### config.mk
export PLATFORM = sky130hd
export DESIGN_NAME = seg_595_receiver
export DESIGN_NICKNAME = d
export VERILOG_FILES = /design/src/rtl/seg_595_pkg.sv /design/src/rtl/seg_595_receiver_sync_edge_det.sv /design/src/rtl/seg_595_receiver.sv
export SDC_FILE = /design/constraint.sdc
export NUM_CORES = 1
export LEC_CHECK = 0
export ABC_AREA = 1
export ABC_CLOCK_PERIOD_IN_PS = 6500
export CAP_MARGIN = 25
export CORE_MARGIN = 2
export CORE_UTILIZATION = 45
export DETAILED_ROUTE_END_ITERATION = 8
export DONT_BUFFER_PORTS = 1
export PLACE_DENSITY = 0.57
export SYNTH_ARGS = -nofsm -noshare
export SYNTH_HDL_FRONTEND = slang
export SYNTH_SLANG_ARGS = --single-unit
export TNS_END_PERCENT = 100
### constraint.sdc
create_clock -name sys_clk -period 6.5 [get_ports sys_clk]
set_clock_uncertainty 0.1 [all_clocks]
set_input_delay 0.325 -clock sys_clk [delete_from_list [all_inputs] [get_ports sys_clk]]
set_output_delay 0.325 -clock sys_clk [all_outputs]
set_load 0.1 [all_outputs]
### src/rtl/seg_595_pkg.sv
// seg_595_pkg: shared widths, seven-segment hex table and reverse-lookup helper
// for the 74HC595 link receiver.
`default_nettype none

package seg_595_pkg;

   localparam int SEL_W_DEF   = 6;
   localparam int SEG_W_DEF   = 8;
   localparam int FRAME_W_DEF = SEL_W_DEF + SEG_W_DEF;
   localparam int DP_BIT      = 7;

   localparam logic [7:0] SEG_BLANK = 8'hFF;

   // Common-anode, active-low codes for 0..F with the decimal point off
   localparam logic [7:0] SEG_HEX [0:15] = '{
      8'hC0, 8'hF9, 8'hA4, 8'hB0, 8'h99, 8'h92, 8'h82, 8'hF8,
      8'h80, 8'h90, 8'h88, 8'h83, 8'hC6, 8'hA1, 8'h86, 8'h8E
   };

   typedef struct packed {
      logic       ok;
      logic [3:0] val;
   } hex_dec_t;

   function automatic hex_dec_t seg_lookup(input logic [7:0] code);
      hex_dec_t   r;
      logic [7:0] m;
      r         = '0;
      m         = code;
      m[DP_BIT] = 1'b1;
      for (int i = 0; i < 16; i++) begin
         if (m == SEG_HEX[i]) begin
            r.ok  = 1'b1;
            r.val = 4'(i);
         end
      end
      return r;
   endfunction

endpackage

`default_nettype wire

### src/rtl/seg_595_receiver_sync_edge_det.sv
// sync_edge_det: multi-flop synchroniser for one asynchronous input followed by
// an edge register producing a single-cycle rising-edge strobe.
`default_nettype none

module sync_edge_det #(
   parameter int   SYNC_STAGES = 2,
   parameter logic RST_VAL     = 1'b0
) (
   input  logic clk,
   input  logic rst,
   input  logic i_d,
   output logic o_lvl,
   output logic o_rise
);

   logic [SYNC_STAGES-1:0] r_sync;
   logic                   r_prev;

   always_ff @(posedge clk or posedge rst) begin
      if (rst) begin
         r_sync <= {SYNC_STAGES{RST_VAL}};
         r_prev <= RST_VAL;
      end else begin
         r_sync <= {r_sync[SYNC_STAGES-2:0], i_d};
         r_prev <= r_sync[SYNC_STAGES-1];
      end
   end

   assign o_lvl  = r_sync[SYNC_STAGES-1];
   assign o_rise = r_sync[SYNC_STAGES-1] & ~r_prev;

endmodule

`default_nettype wire

### src/rtl/seg_595_receiver.sv
// seg_595_receiver: deserialises 74HC595 seven-segment frames into a 6-digit display image.
// Optional macro SEG_DECODE_EN adds a registered per-digit hex reverse lookup.
`default_nettype none

module seg_595_receiver
   import seg_595_pkg::*;
#(
   parameter int SEL_W       = SEL_W_DEF,
   parameter int SEG_W       = SEG_W_DEF,
   parameter int FRAME_W     = FRAME_W_DEF,
   parameter int SYNC_STAGES = 2
) (
   input  logic                   sys_clk,
   input  logic                   sys_rst,
   input  logic                   shcp,
   input  logic                   stcp,
   input  logic                   ds,
   input  logic                   oe,
   output logic                   frame_vld,
   output logic [2:0]             digit_idx,
   output logic [SEG_W-1:0]       seg_code,
   output logic [SEL_W*SEG_W-1:0] disp_buf,
   output logic                   blank,
   output logic                   frame_err,
   output logic                   sel_err,
   output logic [4*SEL_W-1:0]     hex_val,
   output logic [SEL_W-1:0]       hex_ok
);

   logic w_shcp_rise, w_stcp_rise, w_ds, w_ds_rise, w_oe_rise;
   logic w_shcp_lvl, w_stcp_lvl, w_unused;

   sync_edge_det #(.SYNC_STAGES(SYNC_STAGES), .RST_VAL(1'b0)) u_shcp (
      .clk(sys_clk), .rst(sys_rst), .i_d(shcp), .o_lvl(w_shcp_lvl), .o_rise(w_shcp_rise));
   sync_edge_det #(.SYNC_STAGES(SYNC_STAGES), .RST_VAL(1'b0)) u_stcp (
      .clk(sys_clk), .rst(sys_rst), .i_d(stcp), .o_lvl(w_stcp_lvl), .o_rise(w_stcp_rise));
   sync_edge_det #(.SYNC_STAGES(SYNC_STAGES), .RST_VAL(1'b0)) u_ds (
      .clk(sys_clk), .rst(sys_rst), .i_d(ds), .o_lvl(w_ds), .o_rise(w_ds_rise));
   sync_edge_det #(.SYNC_STAGES(SYNC_STAGES), .RST_VAL(1'b1)) u_oe (
      .clk(sys_clk), .rst(sys_rst), .i_d(oe), .o_lvl(blank), .o_rise(w_oe_rise));

   assign w_unused = w_ds_rise ^ w_oe_rise ^ w_shcp_lvl ^ w_stcp_lvl;

   logic [FRAME_W-1:0]     r_sr;
   logic [3:0]             r_bit_cnt;
   logic                   r_vld, r_ferr, r_serr;
   logic [2:0]             r_idx;
   logic [SEG_W-1:0]       r_seg_code;
   logic [SEL_W*SEG_W-1:0] r_disp;

   logic [SEL_W-1:0] w_sel;
   logic [SEG_W-1:0] w_seg;
   logic [3:0]       w_nz;
   logic [2:0]       w_idx;

   // First bit on the wire is sel[0], so select is bit-reversed at the top of sr
   always_comb begin
      w_nz  = '0;
      w_idx = '0;
      for (int i = 0; i < SEL_W; i++) begin
         w_sel[i] = r_sr[FRAME_W-1-i];
         if (!w_sel[i]) begin
            w_nz  = w_nz + 4'd1;
            w_idx = 3'(i);
         end
      end
      w_seg = r_sr[SEG_W-1:0];
   end

   always_ff @(posedge sys_clk or posedge sys_rst) begin
      if (sys_rst) begin
         r_sr       <= '0;
         r_bit_cnt  <= '0;
         r_vld      <= 1'b0;
         r_ferr     <= 1'b0;
         r_serr     <= 1'b0;
         r_idx      <= '0;
         r_seg_code <= {SEG_W{1'b1}};
         r_disp     <= {SEL_W*SEG_W{1'b1}};
      end else begin
         r_vld <= 1'b0;
         // Latch reads the pre-shift register, mirroring the 595 storage stage lag
         if (w_stcp_rise) begin
            r_vld      <= 1'b1;
            r_seg_code <= w_seg;
            if (r_bit_cnt != 4'(FRAME_W))
               r_ferr <= 1'b1;
            if (w_nz != 4'd1) begin
               r_serr <= 1'b1;
            end else if (r_bit_cnt != 4'd0) begin
               r_idx <= w_idx;
               for (int n = 0; n < SEL_W; n++) begin
                  if (w_idx == 3'(n))
                     r_disp[n*SEG_W +: SEG_W] <= w_seg;
               end
            end
            r_bit_cnt <= w_shcp_rise ? 4'd1 : 4'd0;
         end else if (w_shcp_rise && r_bit_cnt != 4'hF) begin
            r_bit_cnt <= r_bit_cnt + 4'd1;
         end
         if (w_shcp_rise)
            r_sr <= {r_sr[FRAME_W-2:0], w_ds};
      end
   end

   assign frame_vld = r_vld;
   assign digit_idx = r_idx;
   assign seg_code  = r_seg_code;
   assign disp_buf  = r_disp;
   assign frame_err = r_ferr;
   assign sel_err   = r_serr;

`ifdef SEG_DECODE_EN
   generate
      for (genvar n = 0; n < SEL_W; n++) begin : g_dec
         hex_dec_t   w_dec;
         logic [3:0] r_val;
         logic       r_ok;

         assign w_dec = seg_lookup(r_disp[n*SEG_W +: 8]);

         always_ff @(posedge sys_clk or posedge sys_rst) begin
            if (sys_rst) begin
               r_val <= '0;
               r_ok  <= 1'b0;
            end else begin
               r_val <= w_dec.ok ? w_dec.val : 4'd0;
               r_ok  <= w_dec.ok;
            end
         end

         assign hex_val[4*n +: 4] = r_val;
         assign hex_ok[n]         = r_ok;
      end
   endgenerate
`else
   assign hex_val = '0;
   assign hex_ok  = '0;
`endif

endmodule

`default_nettype wire
; Word level (Yosys, flattened, before mapping)
; Index checks and enable logic that the tools add are counted.
[totals]
output_inout_bits = 93
reg_bits = 90
input_bits = 6
wordCells = 66
[classes]
n_reduce_logical = 13
n_bitwise = 5
muxes = 15
addsub = 6
n_eq_ne = 8
[op_table]
columns = op, count
row1 = two-way mux 4 bit, 7
row2 = adder 4 x 1 -> 4 bit (second input constant), 6
row3 = AND reduction 4 bit, 6
row4 = two-way mux 3 bit, 4
row5 = inequality test 4 bit (second input constant), 2
row6 = == test 3 x 2 -> 1 bit (second input constant), 2
row7 = == test 3 bit (second input constant), 2
row8 = two-way mux 1 bit, 4
row9 = inequality test 4 x 1 -> 1 bit (second input constant), 1
row10 = AND reduction 2 bit, 2
row11 = nonzero test 4 bit, 1
row12 = == test 3 x 1 -> 1 bit (second input constant), 1
row13 = logical NOT 3 bit, 1
row14 = NOT 1 bit, 3
row15 = AND reduction 3 bit, 1
row16 = AND 1 bit, 2
row17 = nonzero test 2 bit, 1
row18 = logical AND 1 bit, 1

; Depth between registers and ports, before layout
; Gate-level depths: netlist of the first run.
[depth]
ltp_word = 14
ltp_mapped = 26
depth_no_buf = 25

; By module
; A second synthesis of the first run with hierarchy kept.
[hier_totals]
cells_unflattened = 468
area_unflattened_um2 = 4426.7
[modules_own_cells]
columns = mod, cells_each, instances, area_each_um2, seq_area_each_um2
row1 = seg_595_receiver, 444, 1, 4067.7, 2072.0
row2 = sync_edge_det (u_ds ...), 6, 3, 88.8, 75.1
row3 = sync_edge_det (u_oe), 6, 1, 92.6, 78.8

; Worst setup path after synthesis of the first run
; Ideal clock, no wire load.
[synth_path]
path_type = reg2reg
startpoint = register r_sr[12]
endpoint = register r_idx[0], in the netlist digit_idx[0]
arrival_time_ns = 3.112
period_less_slack_ns = 3.342
stages_incl_launch_ff = 27
path_slack_ns = 3.158
setup_time_ns = 0.130
t_required_ns = 6.270
path_buffers = 1
path_cell_list = dfrtp_1 inv_1 ha_1 inv_1 nand2_4 nand2_2 ha_1 nand2_1 nand2_1 ha_1 or2_2 nand2_1 inv_1 ha_1 inv_1 nor2_1 nand2_1 nand2_1 a21oi_1 nand2_1 nand2_1 nand2_2 nor2_4 buf_4 nand2_2 nand2_1 o21ai_1
[synth_via]
elab_chain_len = 12
word_cells_on_any_way = 17
cone_classes = add/sub: 4 / eq/ne: 1 / mux: 10 / bitwise: 1 / reduce/logical: 1
[synth_lines]
columns = item, line_no
row1 = "start, declared", seg_595_receiver.sv:44  ; logic [FRAME_W-1:0] r_sr;
row2 = "start signal, assigned", seg_595_receiver.sv:102  ; r_sr <= {r_sr[FRAME_W-2:0], w_ds};
row3 = two-way mux 4 bit, seg_595_receiver.sv:62  ; if (!w_sel[i]) begin
row4 = adder 4 x 1 -> 4 bit, seg_595_receiver.sv:63  ; w_nz = w_nz + 4'd1;
row5 = two-way mux 4 bit, seg_595_receiver.sv:62
row6 = adder 4 x 1 -> 4 bit, seg_595_receiver.sv:63
row7 = two-way mux 4 bit, seg_595_receiver.sv:62
row8 = adder 4 x 1 -> 4 bit, seg_595_receiver.sv:63
row9 = two-way mux 4 bit, seg_595_receiver.sv:62
row10 = adder 4 x 1 -> 4 bit, seg_595_receiver.sv:63
row11 = two-way mux 4 bit, seg_595_receiver.sv:62
row12 = inequality test 4 x 1 -> 1 bit, seg_595_receiver.sv:88  ; if (w_nz != 4'd1) begin
row13 = NOT 1 bit (no source line), -
row14 = AND reduction 3 bit (no source line), -
row15 = "end signal, assigned", seg_595_receiver.sv:91  ; r_idx <= w_idx;
row16 = "end, declared", seg_595_receiver.sv:47  ; logic [2:0] r_idx;
; Several ways; a longest one is shown, not always the timed one.
; A chain may end at the register's enable or synchronous reset.

; Final worst setup path of the first run
[layout_path]
startpoint = register r_sr[12]
endpoint = register r_disp[8], in the netlist disp_buf[8]
[layout_via]
elab_chain_len = 12
word_cells_on_any_way = 18
cone_classes = add/sub: 4 / eq/ne: 2 / mux: 10 / bitwise: 1 / reduce/logical: 1
[layout_lines]
columns = item, line_no
row1 = two-way mux 4 bit, seg_595_receiver.sv:62
row2 = adder 4 x 1 -> 4 bit, seg_595_receiver.sv:63
row3 = two-way mux 4 bit, seg_595_receiver.sv:62
row4 = adder 4 x 1 -> 4 bit, seg_595_receiver.sv:63
row5 = two-way mux 4 bit, seg_595_receiver.sv:62
row6 = adder 4 x 1 -> 4 bit, seg_595_receiver.sv:63
row7 = two-way mux 4 bit, seg_595_receiver.sv:62
row8 = adder 4 x 1 -> 4 bit, seg_595_receiver.sv:63
row9 = two-way mux 4 bit, seg_595_receiver.sv:62
row10 = inequality test 4 x 1 -> 1 bit, seg_595_receiver.sv:88
row11 = NOT 1 bit (no source line), -
row12 = AND reduction 4 bit (no source line) (*), -
row13 = "end signal, assigned", seg_595_receiver.sv:79  ; r_disp <= {SEL_W*SEG_W{1'b1}};
row14 = "end signal, assigned by index", seg_595_receiver.sv:94  ; r_disp[n*SEG_W +: SEG_W] <= w_seg;
row15 = "end, declared", seg_595_receiver.sv:49  ; logic [SEL_W*SEG_W-1:0] r_disp;
; Mark *: on every way between the ends. The rest lies on a longest branch, timed or not.

==> metrics.csv, run 1 <==
metric;value;unit
end_kind;flop;
ys_ff_latch;90;
num_rows;35;
dp_hpwl;5900;um
core_area;0.00933;mm2
ys_top_cells_by_count;148 x nand2_1, 58 x dfstp_2, 48 x nand4_1, 32 x buf_4, 32 x dfrtp_1;
status;complete, no violations;
synth_edf_count;0;
path_clk_slew;80;ps
power.total;1.99;mW
vias_per_cell;4.91;
synthFlopType;dfstp_2;
powerDensity;441;mW/mm2
worst-path-max-fanout;36;
setup_viol;0;
drtAntennaViolNets;0;
htreeDepth;3;
cap_violations;0;
worstMarginPinSlew;957;ps
synth.largest_area_cell;dfstp_2;
path_class;flop to flop;
io_pins;99;
synth.area.top_cells;dfstp_2 35%, dfrtp_1 18%, nand2_1 13%;
finalCriticalPeriod;4260;ps
fmax;0.235;GHz
synth_warnings;0;
drc;0;
gr-total-overflow;0;
syn_area_per_cell;9.49;um2
cts_sinks;90;
root_buffer;clkbuf_8;
wl_per_cell;14.5;um
p_leak;2.05;nW
r2r-end;disp_buf[8]$_DFFE_PP1P_;
dr.pass1.iters;4;
arrival;4440;ps
dieHeight;103;um
clockBufferDepth;2;
holdPathEnd;u_shcp.r_sync[1]$_DFF_PP0_;
cts_made_buffers;9;
regToRegSetupSlack;2240;ps
setup_tns;0;ps
vias;2888;
num_antenna_cells;0;
fill_cells;916;
clock_latency;350;ps
stdcell_count;588;
wl;8540;um
grt_pass1_vias;2804;
start_util;46.8;%
areaGrowthSynthToFinish;3.44;%
synth_top_area_share;34.9;%
antenna_found_initial;0;
vdd_drop_max;0.000211;V
die-area;0.0105;mm2
hold_viol_final;0;
gp_congestion;0.782;
ys_async_sr_fraction;100;%
holdWs;254;ps
io_buffers;0;
drv_slew;0;
grt_start_max_net_pins;55;
synthCells;460;
nets;468;
netlist_area;0.00437;mm2
hold_depth;0;
cts_setup_buffers;0;
drive_gt1_share;23.1;%
hp-class;flop to flop;
synth_cell_types;39;
rr_worst_depth;26;
grt_usage;17.4;%
rsz0062_at_grt;no;
hold_path_startpoint;u_shcp.r_sync[0]$_DFF_PP0_;
cts_tree;done;
start_kind;flop;
yosysMostFrequentCell;nand2_1;
required;6680;ps
min_period_over_period;65.5;%
place_ws;2250;ps
relSlewSlack;36.2;%
grt_pass1_wl;14300;um
ys_seq_area_share;53.2;%
drt_iter0_drc;207;
dp.cells;567;
die_width;103;um
reg2reg_from;r_sr[12]$_DFFE_PP0P_;
setup_slack;2240;ps
-- flip-flops by register name (all words and copies together) (netlist names) --
| name | cells |
|---|---|
| digit_idx | 3 |
| disp_buf | 48 |
| frame_err | 1 |
| frame_vld | 1 |
| r_bit_cnt | 4 |
| r_sr | 14 |
| seg_code | 8 |
| sel_err | 1 |
| u_ds.r_sync | 2 |
| u_oe.r_sync | 2 |
| u_shcp.r_prev | 1 |
| u_shcp.r_sync | 2 |
| u_stcp.r_prev | 1 |
| u_stcp.r_sync | 2 |
-- worst max-delay path by stage --
stage                         start                        to  slack [ps]  depth (start not counted)
2_1_floorplan  r_sr[12]$_DFFE_PP0P_  digit_idx[0]$_DFFE_PP0P_        3160                         26
3_3_place_gp   r_sr[12]$_DFFE_PP0P_  disp_buf[32]$_DFFE_PP1P_        2410                         26
3_5_place_dp   r_sr[12]$_DFFE_PP0P_   disp_buf[7]$_DFFE_PP1P_        2250                         26
4_1_cts        r_sr[12]$_DFFE_PP0P_   disp_buf[8]$_DFFE_PP1P_        2200                         26
5_1_grt        r_sr[12]$_DFFE_PP0P_  disp_buf[33]$_DFFE_PP1P_        1760                         26
6_report       r_sr[12]$_DFFE_PP0P_   disp_buf[8]$_DFFE_PP1P_        2240                         26
-- kinds of logic after synthesis --
kind of cell,share of synthesized area (%)
buffers and inverters,11.6
adders and majority gates,2.29
DFF,53.2
AOI/OAI and AO/OA,4.64
other,0.0859
and+or+nand+nor,28.2
-- stage by stage --
step	utilization, %	cell area (um2)
CTS	48.4	4520
floorplan	-	4480
global placement	45.9	4280
global route	48.4	4520
detailed placement	45.9	4280
finish	48.4	4520
-- metal layers --
| layer | track usage [%] | wire [um] | vias to the layer above |
|---|---|---|---|
| li1 | - | - | 1447 |
| met3 | 6.03 | 718 | 8 |
| met1 | 24.5 | 3870 | 1351 |
| met2 | 26.2 | 3870 | 82 |
| met5 | 0 | 0 | - |
| met4 | 4.00 | 87 | 0 |
-- critical path, cell delays in order, from the launching register on --
cell,delay (ps)
dfrtp_1,390
inv_1,110
ha_1,350
inv_1,90
nand2_4,80
nand2_2,50
ha_1,260
nand2_1,80
nand2_1,70
ha_1,260
or2_2,270
nand2_1,80
inv_1,40
ha_1,160
inv_1,60
nor2_1,40
nand2_1,70
nand2_1,60
a21oi_1,140
nand2_1,80
nand2_1,70
nand2_2,60
nor2_4,410
buf_4,460
nand3_4,170
nand2_1,110
nand2_1,50
-- area by class of cell --
type / instances / area [um2] / share of cell area (%)
well taps: 129 / 161 / 3.57
multi-input cells: 313 / 1650 / 36.4
clock inverters: 5 / 35.0 / 0.776
inverters: 31 / 118 / 2.60
clock buffers: 11 / 153 / 3.38
repair buffers: 9 / 80.1 / 1.77
flip-flops and latches: 90 / 2320 / 51.5
-- repair_timing --
| item | in CTS | in global routing |
|---|---|---|
| endpoints found under the hold margin | 34 | 0 |
| hold buffers | 5 | 0 |
| resized for setup | 0 | 0 |
| setup endpoints to repair | 0 | 0 |
-- power by group --
group / internal (mW) / switching [mW]
clock: 0.163 / 0.199
combinational: 0.130 / 0.380
sequential: 0.671 / 0.451
-- cell usage in the layout, fill, tap and decap left out, types with 2 or more instances in the layout --
cell / netlist / final
dlygate4sd3_1: 0 / 5
nand4_1: 48 / 48
buf_4: 32 / 4
clkbuf_8: 0 / 9
nor4_4: 2 / 2
dfrtp_1: 32 / 32
nand3_4: 6 / 6
clkinv_2: 0 / 2
o21ai_1: 4 / 4
nand3_1: 10 / 10
nand2_2: 4 / 4
a21oi_1: 3 / 3
nor2_1: 6 / 6
conb_1: 1 / 30
inv_2: 5 / 5
dfstp_2: 58 / 58
nand2_1: 148 / 148
o21ai_0: 23 / 23
nor3_2: 2 / 2
ha_1: 8 / 8
clkinvlp_4: 0 / 2
nand3_2: 3 / 3
inv_1: 26 / 25
Note: power is estimated with default switching activity, not from simulation.
==> inputs of run 2 (changes only) <==
- ABC_CLOCK_PERIOD_IN_PS: 6500 -> 3700
- PLACE_DENSITY: 0.57 -> 0.59
- clock period: 6.5 -> 3.7 ns (I/O delays scaled with it)
==> run 2 against run 1 <==
Combinational power grew to 2.7 times the previous value. Sequential power is 76% higher. Largest power group unchanged. Utilization is 3.4 points higher.
==> metrics.csv, run 2 (synthesis results as in run 1) <==
metric;value;unit;change
num_rows;35;;unchanged
max_stage_delay;410;ps;-50 ps
final_core_util;51.8;%;+3.4 points
vias;3018;;+4.5%
wl;9190;um;+7.6%
cts_sinks;90;;unchanged
drc;0;;unchanged
layout_common_cells;143 x nand2_1, 58 x dfstp_2, 48 x nand4_1;;
powerDensity;843;mW/mm2;+91%
placed_area;0.00433;mm2;+1.1%
drtAntennaViolNets;0;;unchanged
vias_per_cell;4.99;;+1.6%
drv_slew;0;;unchanged
io_buffers;0;;unchanged
die-area;0.0105;mm2;unchanged
io_pins;99;;unchanged
setup_tns;0;ps;unchanged
clock_latency;360;ps;about the same
hp-class;input pin to asynchronous set/reset pin;;
cap_violations;0;;unchanged
nets;485;;+3.6%
critPathSlowestCell;dfrtp_1;;
grt_pass1_wl;14200;um;-0.38%
dieHeight;103;um;unchanged
dr.pass1.iters;4;;unchanged
dp_hpwl;6010;um;+2.0%
clockBufferDepth;2;;unchanged
final_area;0.00483;mm2;+7.0%
areaGrowthSynthToFinish;10.7;%;
cp_num_buf_inv;6;;+1
status;complete, no violations;;
required;3900;ps;-2780 ps
cts_made_buffers;9;;unchanged
start_util;46.8;%;unchanged
worst-path-max-fanout;10;;-72%
grt_pass1_vias;2766;;-1.4%
p_leak;2.20;nW;+7.2%
grt_usage;17.7;%;+0.26 points
min_period_over_period;93.4;%;+28 points
relSlewSlack;37.4;%;+1.2 points
wl_per_cell;15.2;um;+4.5%
gr-total-overflow;0;;unchanged
setup_viol;0;;unchanged
grt_start_max_net_pins;55;;unchanged
cpMostUsedCell;nand2_1;;
crit_family;simple AND/OR/NAND/NOR gates;;
drt_iter0_drc;139;;-33%
layout_commonest_cell;nand2_1;;
root_buffer;clkbuf_8;;
largest_reg_flops;48;;unchanged
gp_congestion;0.806;;+3.0%
arrival;3660;ps;-780 ps
start_kind;flop;;
drive_gt1_share;28.4;%;+5.3 points
path_class;flop to flop;;
antenna_found_initial;0;;unchanged
num_antenna_cells;0;;unchanged
vdd_drop_max;0.000272;V;+29%
fill_cells;872;;-4.8%
finalCriticalPeriod;3460;ps;-800 ps
fmax;0.289;GHz;+23%
worstMarginPinSlew;939;ps;-17.9 ps
cts_tree;done;;
hold_viol_final;0;;unchanged
core_area;0.00933;mm2;unchanged
die_width;103;um;unchanged
end_kind;flop;;
path_clk_slew;100;ps;+20 ps
htreeDepth;3;;unchanged
[run 2: cell type report]
type / count / area [um2] / share of cell area [%]
flip-flops and latches: 90 / 2320 / 48.1
multi-input cells: 313 / 1690 / 34.9
repair buffers: 26 / 329 / 6.81
well taps: 129 / 161 / 3.34
clock buffers: 10 / 138 / 2.85
inverters: 31 / 120 / 2.49
clock inverters: 6 / 72.6 / 1.50
[run 2: final timing paths]
kind | startpoint | endpoint | slack (ps) | depth (start not counted)
setup / recovery | r_sr[12]$_DFFE_PP0P_ | disp_buf[13]$_DFFE_PP1P_ | 240 | 26
hold / removal | sys_rst | sel_err$_DFFE_PP0P_ | 180 | 2
setup reg to reg | r_sr[12]$_DFFE_PP0P_ | disp_buf[13]$_DFFE_PP1P_ | 240 | 26
hold reg to reg | u_ds.r_sync[0]$_DFF_PP0_ | u_ds.r_sync[1]$_DFF_PP0_ | 250 | 0
max in group asynchronous | sys_rst | disp_buf[22]$_DFFE_PP1P_ | 2570 | 3
min in group sys_clk | u_ds.r_sync[0]$_DFF_PP0_ | u_ds.r_sync[1]$_DFF_PP0_ | 250 | 0
[run 2: layer usage]
layer  wire length (um)  GRT usage (%)  up-vias
li1                   -              -     1482
met1               4010           22.7     1444
met2               4390           28.9       76
met3                606           4.07       16
met4                188           7.38        0
met5                  0              0        -
[run 2: through the flow]
step,hold slack (ps),power (mW),instances,setup slack (ps)
finish,185,4.08,605,243
global route,225,4.29,605,-16.1
CTS,178,3.68,591,3.28
detailed placement,1.04,2.95,570,29.2
global placement,89.5,2.93,569,146
floorplan,89.5,2.91,489,358
[run 2: repair_timing]
item,CTS,global route
hold buffers,5,0
endpoints found under the hold margin,44,0
gates resized for setup,0,20
setup buffers,0,10
setup endpoints to repair,0,52
[run 2: worst reg2reg max path, delay by kind of cell, from the launching register on]
kind                     cells  cell delay, ps
buffers and inverters        6             620
flip-flops                   1             410
adder cells (fa/ha/maj)      4             820
AO/OA/AOI/OAI                1             110
AND/OR/NAND/NOR             15            1340
[run 2: power by group]
group	leakage, nW	internal [mW]	switching (mW)	total [mW]
clock network	0.109	0.340	0.370	0.710
logic	1.09	0.598	0.793	1.39
registers	0.996	1.18	0.796	1.97
==> inputs of run 3 (changes only) <==
- CTS_CLUSTER_SIZE: not set -> 28
- SYNTH_HIERARCHICAL: not set -> 1
==> run 3 against run 2 <==
Synthesized area decreased by 0.26%. Total power increased by 5.1%. Hold slack got worse by 68 ps. Die area decreased by 0.24%. Critical path type unchanged.
==> metrics.csv, run 3 <==
metric;value;unit;change
r2r-end;disp_buf[42]$_DFFE_PP1P_;;
areaGrowthSynthToFinish;10.8;%;
syn_area_per_cell;9.43;um2;-0.69%
powerDensity;888;mW/mm2;+5.3%
worst-path-max-fanout;10;;unchanged
clockBufferDepth;2;;unchanged
drtAntennaViolNets;0;;unchanged
synthCells;462;;+0.43%
relSlewSlack;37.8;%;+0.38 points
num_antenna_cells;0;;unchanged
end_kind;flop;;
power.total;4.28;mW;+5.1%
wl_per_cell;15.3;um;+0.61%
nets;487;;+0.41%
die-area;0.0105;mm2;-0.24%
start_kind;flop;;
regToRegSetupSlack;220;ps;-30 ps
path_clk_slew;90;ps;about the same
fill_cells;891;;+2.2%
regArea;0.00232;mm2;unchanged
num_rows;35;;unchanged
largest_reg_flops;48;;unchanged
dieHeight;102;um;-0.12%
setup_viol;0;;unchanged
worstMarginPinSlew;933;ps;-5.70 ps
setup_slack;217;ps;-25.3 ps
grt_pass1_wl;14100;um;-0.97%
vdd_drop_max;0.000410;V;+51%
dp_hpwl;6160;um;+2.5%
path_class;flop to flop;;
placed_area;0.00433;mm2;about the same
drt_iter0_drc;151;;+8.6%
status;complete, no violations;;
wl;9280;um;+0.95%
core_area;0.00933;mm2;unchanged
reg2reg_from;r_sr[12]$_DFFE_PP0P_;;
min_period_over_period;94.1;%;+0.68 points
final_area;0.00483;mm2;-0.16%
die_width;102;um;-0.12%
clock_latency;360;ps;about the same
finalCriticalPeriod;3480;ps;+25.3 ps
start_util;46.7;%;-0.12 points
hp-class;input pin to asynchronous set/reset pin;;
p_leak;2.20;nW;-0.13%
fmax;0.287;GHz;-0.73%
cts_tree;done;;
final_core_util;51.7;%;-0.080 points
rr_worst_depth;26;;unchanged
cpMostUsedCell;nand2_2;;
dr.pass1.iters;4;;unchanged
gp_congestion;0.887;;+10%
grt_usage;17.5;%;-0.18 points
gr-total-overflow;0;;unchanged
hold_viol_final;0;;unchanged
multi_input_area;0.00171;mm2;+1.4%
crit_family;simple AND/OR/NAND/NOR gates;;
max_stage_delay;400;ps;about the same
arrival;3690;ps;+30 ps
cts_sinks;90;;unchanged
grt_pass1_vias;2826;;+2.2%
drc;0;;unchanged
vias_per_cell;5.09;;+2.0%
vias;3089;;+2.4%
place_ws;10.6;ps;-18.5 ps
grt_start_max_net_pins;61;;+11%
cap_violations;0;;unchanged
root_buffer;clkbuf_8;;
layout_commonest_cell;nand2_1;;
drv_slew;0;;unchanged
htreeDepth;3;;unchanged
io_buffers;0;;unchanged
cts_made_buffers;9;;unchanged
required;3900;ps;about the same
cp-startpoint;r_sr[12]$_DFFE_PP0P_;;
drive_gt1_share;28.2;%;-0.12 points
synth_warnings;6;;+6
netlist_area;0.00436;mm2;-0.26%
io_pins;99;;unchanged
layout_common_cells;142 x nand2_1, 58 x dfstp_2, 49 x nand4_1;;
critPathSlowestCell;dfrtp_1;;
endpoint;disp_buf[42]$_DFFE_PP1P_;;
cp.depth;26;;unchanged
cp_num_buf_inv;6;;unchanged
antenna_found_initial;0;;unchanged
==> run 3: cell count changes in the layout (fill, tap and decap cells not counted), moves of 2 or more <==
cell      change
nand2_2       +3
clkinv_1      +2
o21ai_0       -4
nand3_1       +3
buf_6         -4
buf_4         +4
nand3_2       -2
==> run 3: layer usage <==
layer  GRT usage [%]  vias up  wire, um
met1            23.5     1493      4040
met2            27.7       98      4470
met3            5.81        9       699
met4            4.31        0        71
met5               0        -         0
li1                -     1489         -
==> run 3: cell type report <==
| cell class | count | share of cell area, % |
|---|---|---|
| repair buffers | 25 | 6.09 |
| multi-input cells | 316 | 35.5 |
| clock buffers | 10 | 2.64 |
| inverters | 31 | 2.41 |
| flip-flops and latches | 90 | 48.2 |
| well taps | 129 | 3.34 |
| clock inverters | 6 | 1.87 |
==> run 3: where the power goes <==
| group | switching [mW] | internal (mW) |
|---|---|---|
| logic | 0.771 | 0.556 |
| registers | 1.00 | 1.23 |
| clock network | 0.345 | 0.384 |
==> run 3: what timing repair did <==
action | CTS | global route
endpoints found under the hold margin | 43 | 0
resized for setup | 1 | 20
hold buffers | 5 | 0
cloned | 0 | 3
pin swaps | 0 | 11
buffers inserted | 0 | 9
endpoints found under the setup margin | 1 | 52
==> run 3: worst register-to-register path: cells and delay by family (launching register included) <==
kind,cells,cell delay (ps)
simple gates,15,1370
fa+ha+maj,4,920
buf+inv,6,560
flops,1,400
compound gates,1,90
==> run 3: how the worst min path moves through the flow <==
stage / depth (start not counted) / end / start / slack, ps
after floorplan: 1 / u_ds/r_sync[0]$_DFF_PP0_ / sys_rst / -170
after global placement: 1 / u_ds/r_sync[0]$_DFF_PP0_ / sys_rst / -170
after detailed placement: 1 / u_ds/r_sync[0]$_DFF_PP0_ / sys_rst / -170
after CTS: 2 / u_ds/r_sync[1]$_DFF_PP0_ / sys_rst / 110
after global routing: 2 / u_ds/r_sync[1]$_DFF_PP0_ / sys_rst / 140
final: 2 / u_ds/r_sync[1]$_DFF_PP0_ / sys_rst / 120
==> run 3: metrics by stage <==
step	instances	hold slack (ps)	setup TNS, ps
floorplan	491	-174	0
global placement	573	-170	0
detailed placement	574	-167	0
CTS	595	110	0
global route	607	138	-985
finish	607	117	0
